`config.mk`:
```
export PLATFORM = sky130hd
export DESIGN_NAME = fg_input_conditioner_flat
export DESIGN_NICKNAME = d
export VERILOG_FILES = /design/src/rtl/fg_input_conditioner_if.sv /design/src/rtl/fg_input_conditioner.sv /design/src/flat_wrapper.sv
export SDC_FILE = /design/constraint.sdc
export NUM_CORES = 1
export LEC_CHECK = 0
export CAP_MARGIN = 20
export CORE_ASPECT_RATIO = 1.75
export CORE_MARGIN = 2
export CORE_UTILIZATION = 52
export DETAILED_ROUTE_END_ITERATION = 10
export PLACE_DENSITY = 0.82
export SYNTH_ARGS = -nofsm -noshare
export SYNTH_HDL_FRONTEND = slang
export SYNTH_SLANG_ARGS = --single-unit
export TNS_END_PERCENT = 10
```
`constraint.sdc`:
```
create_clock -name clk_i -period 1.6 [get_ports clk_i]
set_clock_uncertainty 0.05 [all_clocks]
set_input_delay 0.48 -clock clk_i [delete_from_list [all_inputs] [get_ports clk_i]]
set_output_delay 0.48 -clock clk_i [all_outputs]
set_load 0.005 [all_outputs]
```
`src/rtl/fg_input_conditioner_if.sv`:
```
`default_nettype none
// +--------------------------------------------------------------------------+
// | fg_input_conditioner_if : pad-side inputs and conditioned outputs bundle |
// | Rev 1.0                                                                  |
// +--------------------------------------------------------------------------+
interface fg_input_conditioner_if #(
  parameter int CHANNELS = 4
);
  logic [CHANNELS-1:0] async_i;
  logic                hold_i;
  logic [CHANNELS-1:0] sync_o;
  logic [CHANNELS-1:0] level_o;
  logic [CHANNELS-1:0] rise_o;
  logic [CHANNELS-1:0] fall_o;
  logic                changed_o;

  modport master (
    output async_i, hold_i,
    input  sync_o, level_o, rise_o, fall_o, changed_o
  );

  modport slave (
    input  async_i, hold_i,
    output sync_o, level_o, rise_o, fall_o, changed_o
  );
endinterface
`default_nettype wire

```
`src/rtl/fg_input_conditioner.sv`:
```
`default_nettype none
// +--------------------------------------------------------------------------+
// | fg_input_conditioner : per-channel synchroniser, debounce, edge pulses   |
// | Rev 1.0                                                                  |
// +--------------------------------------------------------------------------+
module fg_input_conditioner #(
  parameter int                  CHANNELS        = 4,
  parameter int                  STAGES          = 2,
  parameter int                  DEBOUNCE_CYCLES = 16,
  parameter logic [CHANNELS-1:0] RESET_LEVEL     = '0
) (
  input  logic                  clk_i,
  input  logic                  rstn_i,
  fg_input_conditioner_if.slave bus
);

  localparam int                 C_CNT_W   = (DEBOUNCE_CYCLES > 1) ? $clog2(DEBOUNCE_CYCLES) : 1;
  localparam logic [C_CNT_W-1:0] C_CNT_MAX = C_CNT_W'(DEBOUNCE_CYCLES - 1);

  logic [STAGES-1:0][CHANNELS-1:0]   sync_q;
  logic [CHANNELS-1:0]               sync_last;

  logic [CHANNELS-1:0][C_CNT_W-1:0]  cnt_q, cnt_d;
  logic [CHANNELS-1:0]               level_q, level_d;
  logic [CHANNELS-1:0]               rise_q, rise_d;
  logic [CHANNELS-1:0]               fall_q, fall_d;
  logic                              changed_q, changed_d;

  // Stage 0 sits in the lowest slot so the whole chain shifts as one vector.
  always_ff @(posedge clk_i or negedge rstn_i) begin
    if (!rstn_i) begin
      sync_q <= {STAGES{RESET_LEVEL}};
    end else begin
      sync_q <= {sync_q[STAGES-2:0], bus.async_i};
    end
  end

  assign sync_last = sync_q[STAGES-1];

  always_comb begin
    cnt_d     = cnt_q;
    level_d   = level_q;
    rise_d    = '0;
    fall_d    = '0;
    if (!bus.hold_i) begin
      for (int i = 0; i < CHANNELS; i++) begin
        if (sync_last[i] == level_q[i]) begin
          cnt_d[i] = '0;
        end else if (cnt_q[i] != C_CNT_MAX) begin
          cnt_d[i] = cnt_q[i] + C_CNT_W'(1);
        end else begin
          cnt_d[i]   = '0;
          level_d[i] = sync_last[i];
          rise_d[i]  = sync_last[i];
          fall_d[i]  = ~sync_last[i];
        end
      end
    end
    changed_d = |{rise_d, fall_d};
  end

  always_ff @(posedge clk_i or negedge rstn_i) begin
    if (!rstn_i) begin
      cnt_q     <= '0;
      level_q   <= RESET_LEVEL;
      rise_q    <= '0;
      fall_q    <= '0;
      changed_q <= 1'b0;
    end else begin
      cnt_q     <= cnt_d;
      level_q   <= level_d;
      rise_q    <= rise_d;
      fall_q    <= fall_d;
      changed_q <= changed_d;
    end
  end

  assign bus.sync_o    = sync_last;
  assign bus.level_o   = level_q;
  assign bus.rise_o    = rise_q;
  assign bus.fall_o    = fall_q;
  assign bus.changed_o = changed_q;

endmodule
`default_nettype wire

```
`src/flat_wrapper.sv`:
```
// flat-port wrapper written by rule: the top's interface ports become plain ports
module fg_input_conditioner_flat 
#(
  parameter int                  CHANNELS        = 4,
  parameter int                  STAGES          = 2,
  parameter int                  DEBOUNCE_CYCLES = 16,
  parameter logic [CHANNELS-1:0] RESET_LEVEL     = '0
)
  (clk_i, rstn_i, bus_async_i, bus_hold_i, bus_sync_o, bus_level_o, bus_rise_o, bus_fall_o, bus_changed_o);
  fg_input_conditioner_if #(.CHANNELS(CHANNELS)) bus_i ();
  input  logic clk_i;
  input  logic rstn_i;
  input wire logic [$bits(bus_i.async_i)-1:0] bus_async_i;
  input wire logic [$bits(bus_i.hold_i)-1:0] bus_hold_i;
  output wire logic [$bits(bus_i.sync_o)-1:0] bus_sync_o;
  output wire logic [$bits(bus_i.level_o)-1:0] bus_level_o;
  output wire logic [$bits(bus_i.rise_o)-1:0] bus_rise_o;
  output wire logic [$bits(bus_i.fall_o)-1:0] bus_fall_o;
  output wire logic [$bits(bus_i.changed_o)-1:0] bus_changed_o;
  assign bus_i.async_i = bus_async_i;
  assign bus_i.hold_i = bus_hold_i;
  assign bus_sync_o = bus_i.sync_o;
  assign bus_level_o = bus_i.level_o;
  assign bus_rise_o = bus_i.rise_o;
  assign bus_fall_o = bus_i.fall_o;
  assign bus_changed_o = bus_i.changed_o;
  fg_input_conditioner #(.CHANNELS(CHANNELS), .STAGES(STAGES), .DEBOUNCE_CYCLES(DEBOUNCE_CYCLES), .RESET_LEVEL(RESET_LEVEL)) u_core (.clk_i(clk_i), .rstn_i(rstn_i), .bus(bus_i));
endmodule
```
# Yosys cells after proc, flatten, opt, wreduce, memory -nomap -nowiden
# Index checks and enable logic that the tools add are counted.
[totals]
memories = 0
inputBits = 7
romBits = 0
latchBits = 0
mem_bits_rw = 0
reg_bits = 37
[op_classes]
n_div = 0
n_bitwise = 13
order_cmp = 0
n_reduce_logical = 5
n_eq_ne = 8
shifts = 0
add_sub_neg = 4
muxes = 26
multipliers = 0
[ops]
columns = ["cell", "n"]
rows = [
  ["$mux W4", 10],
  ["$add A4 B1 Y4 const B", 4],
  ["$mux W1", 16],
  ["$ne A4 B4 Y1 const B", 4],
  ["$not A1 Y1", 13],
  ["$reduce_and A3 Y1", 4],
  ["$reduce_or A8 Y1", 1],
  ["$eq A1 B1 Y1", 4],
]

# Longest topological paths before layout
[depth]
word_depth = 5
mapped_depth = 5

# Worst setup path after synthesis
# OpenSTA, ideal clock, no wires.
[synth_path]
path_kind = "input-to-reg"
from = "input port bus_hold_i"
to = "register u_core.cnt_q[14] (netlist name)"
arrival_time_ns = 1.149
stages = 4
setup_slack_ns = 0.280
setup_ns = 0.121
path_cell_list = "clkbuf_2 > buf_2 > o21bai_1 > a22o_1"
[synth_rtl]
columns = ["item", "line_no", "text"]
rows = [
  ["start: declaration", "flat_wrapper.sv:14", "input wire logic [$bits(bus_i.hold_i)-1:0] bus_hold_i;"],
  ["end signal: assignment", "fg_input_conditioner.sv:70", "cnt_q <= cnt_d;"],
  ["end: declaration", "fg_input_conditioner.sv:23", "logic [CHANNELS-1:0][C_CNT_W-1:0] cnt_q, cnt_d;"],
]

# Final worst setup path
[layout_path]
from = "input port bus_hold_i"
to = "register u_core.level_q[1], in the netlist u_core.bus.level_o[1]"
[layout_via]
elab_chain_cells = 2
[layout_lines]
columns = ["item", "line_no", "text"]
rows = [
  ["$not A1 Y1 (no source line)", "-", ""],
  ["$reduce_and A3 Y1 (no source line)", "-", ""],
  ["end signal: assignment", "fg_input_conditioner.sv:71", "level_q <= level_d;"],
  ["end: declaration", "fg_input_conditioner.sv:24", "logic [CHANNELS-1:0] level_q, level_d;"],
]
# Every way passes these cells.
# A chain may end at the register's enable or synchronous reset.

==> qor.yml <==
logic_synthesis:
  netlist_instances: 129
  synth.largest_area_cell: "dfrtp_1"
  yosys_warnings: 0
  syn-mean-instance-area_um2: 12.37
  synth_cell_types: 30
  syn_nets: 140
  ys_top_cells_by_area: "dfrtp_1 (58%), a22o_1 (4.9%), nor3b_1 (3.8%)"
  syn_area_um2: 1595
  yosysSeqAreaShare_pct: 58.04
  ys.flop_type: "dfrtp_1"
  ys_seq_elements: 37
  synthDominantCellAreaShare_pct: 58.04
  synth_edf_count: 0
  async_reset_ff_share_pct: 100.0
clocking:
  hold_buffers: 0
  cts_tree: "built"
  cts_root_buf: "clkbuf_8"
  cts_max_level: 2
  clock_latency_ps: 290
  cts_sinks: 37
  path_clk_slew_ps: 60
  cts_max_path_buffers: 2
  numCtsBuffers: 5
flow_run:
  maxCapViolCount: 0
worst_setup_path:
  r2r_slack_ps: 140
  timing.rr.end: "u_core.bus.level_o[1]"
  end_kind: "flop"
  crit_path_start_kind: "primary input"
  rr_startpoint: "u_core.cnt_q[4]"
  ff2ff_path_depth: 3
  critPathMaxFanout: 13
  arrival_ps: 1670
  worst-setup-path-type: "in2reg"
  cp.required_ps: 1710
placement:
  numPortBuffers: 23
  placed_cells: 190
  pre_cts_slack_ps: -248.2
  hpwl_um: 2207
  gp_congestion: 0.7506
grt:
  track_usage_pct: 20.96
  grt-ovfl-total: 0
  top_usage_layer: "met2"
  grt_pass1_wl_um: 5437
  met3_usage_pct: 6.353
  grt_use_met2_pct: 35.00
  antenna_found_initial: 0
  grtUsageMet1_pct: 22.52
  grt_max_degree: 38
  grt_pass1_vias: 1275
route:
  drt-total-wl_um: 3170
  via_per_inst: 5.826
  drt_iter0_drc: 47
  routedWlPerCell_um: 15.77
  vias: 1171
  drc_errors: 0
  firstDrtPassIters: 4
  postRouteAntennaNets: 0
floorplan:
  die_h_um: 77.27
  start_util_pct: 54.49
  rows: 26
  die_x_um: 45.87
  coreArea_um2: 2928
  pin_count: 24
  dieArea_um2: 3544
sta:
  min_period_ps: 1554
  slew_headroom_pct: 76.02
  setup_slack_ps: 46.40
  max_freq_mhz: 643.7
  slew_viol_final: 0
  setup_viol_count_final: 0
  final.period_utilization_pct: 97.10
  worst_pin_slew_ps: 357.1
  hold_viol_final: 0
  rsz0062_at_grt: "false"
worst_hold_path:
  min_to: "u_core.bus.sync_o[2]"
  min_from: "u_core.sync_q[2]"
  hold_path.class: "reg2reg"
  holdPathStages: 0
finish:
  final_cells: 201
  diodes: 0
  drive_above_1_share_pct: 16.18
  area_delta_synth_final_pct: 28.71
  nets: 184
power_and_ir_drop:
  pwr_density_cell_nw_per_um2: 939.8
  ir_worst_vdd_mv: 0.7184
  p_leak_nw: 1.043
run_status:
  status: "finished clean"
layer usage:
layer | part of all wire [%] | routed length [µm]
met1 | 39 | 1234
met2 | 55 | 1750
met3 | 3.8 | 122
met4 | 2.0 | 63
met5 | 0 | 0
worst max-delay path, stage by stage:
cell and delay [ps]:
clkdlybuf4s50_1 400, buf_4 180, nand4b_1 250, mux2_1 360
Yosys cell counts, types with 2 or more instances:
| master | number |
|---|---|
| nand4b_1 | 5 |
| nor3b_1 | 8 |
| inv_1 | 2 |
| a31oi_1 | 4 |
| nor2_1 | 4 |
| a21o_1 | 3 |
| nand2_1 | 7 |
| nor2b_1 | 4 |
| mux2_1 | 4 |
| xnor2_1 | 4 |
| o21bai_1 | 4 |
| ha_1 | 4 |
| o221ai_1 | 2 |
| a211o_1 | 2 |
| dfrtp_1 | 37 |
| nand3_1 | 3 |
| nor4_1 | 2 |
| nand2b_1 | 3 |
| a22o_1 | 9 |
| a211oi_1 | 2 |
| buf_4 | 5 |
| o21ai_1 | 3 |
cell usage in the layout, fill, tap and decap left out, types with 4 or more instances in the layout:
master	instances
a22o_1	9
a31oi_1	4
buf_4	20
clkbuf_8	6
clkdlybuf4s50_1	6
dfrtp_1	37
dlygate4sd2_1	17
ha_1	4
mux2_1	4
nand2_1	7
nand4b_1	5
nor2_1	4
nor2b_1	4
nor3b_1	7
o21bai_1	4
xnor2_1	4
logic make-up after synthesis:
group | Yosys count | synth area share [%]
and+or+nand+nor | 37 | 14.04
adders and majority gates | 4 | 3.137
AOI/OAI and AO/OA | 33 | 15.76
buffers and inverters | 9 | 3.451
muxes | 4 | 2.823
DFF | 37 | 58.04
xor gates and xnor gates | 5 | 2.745
timing repair:
action / in CTS / in global routing
endpoints found under the setup margin: 17 / 1
gates resized for setup: 17 / 1
gates cloned: 0 / 0
buffers inserted: 4 / 0
power breakdown:
group | switching (W) | internal (W) | leakage [nW]
combinational | 0.000102 | 0.000116 | 0.509
clock | 0.000312 | 0.000342 | 0.0443
sequential | 0.0000678 | 0.000991 | 0.489
worst max-delay path by stage:
stage,start,to,slack [ps],cells past startpoint
final,bus_hold_i,u_core.bus.level_o[1],50,4
after CTS,bus_hold_i,u_core.bus.level_o[1],40,4
after global placement,bus_hold_i,u_core.bus.level_o[2],-200,4
after floorplan,bus_hold_i,u_core.cnt_q[14],280,4
after global routing,bus_hold_i,u_core.bus.changed_o,6,5
after detailed placement,bus_hold_i,u_core.bus.level_o[1],-250,4
stage by stage:
stage | cell area, µm² | util [%] | hold slack [ps] | TNS, ps | power (W)
global placement | 1953 | 66.71 | 282.2 | -3592 | 0.001265
global route | 2053 | 70.13 | 311.9 | 0 | 0.002019
floorplan | 1595 | - | 134.4 | 0 | 0.001188
CTS | 2048 | 69.96 | 300.5 | 0 | 0.001946
detailed placement | 1953 | 66.71 | 285.5 | -4089 | 0.001291
finish | 2053 | 70.13 | 299.6 | 0 | 0.001930
layout make-up:
class | count | area [µm²]
well taps | 28 | 35.03
flip-flops and latches | 37 | 925.9
multi-input cells | 83 | 619.3
clock buffers | 7 | 86.33
inverters | 2 | 7.507
fillers | 212 | 874.6
repair buffers | 44 | 379.1
state kept, by name (all words and copies together), names as in the netlist:
name                  cells
u_core.cnt_q             16
u_core.bus.fall_o         4
u_core.bus.level_o        4
u_core.bus.rise_o         4
u_core.bus.sync_o         4
u_core.sync_q             4
u_core.bus.changed_o      1
(Power assumes the default switching activity.)
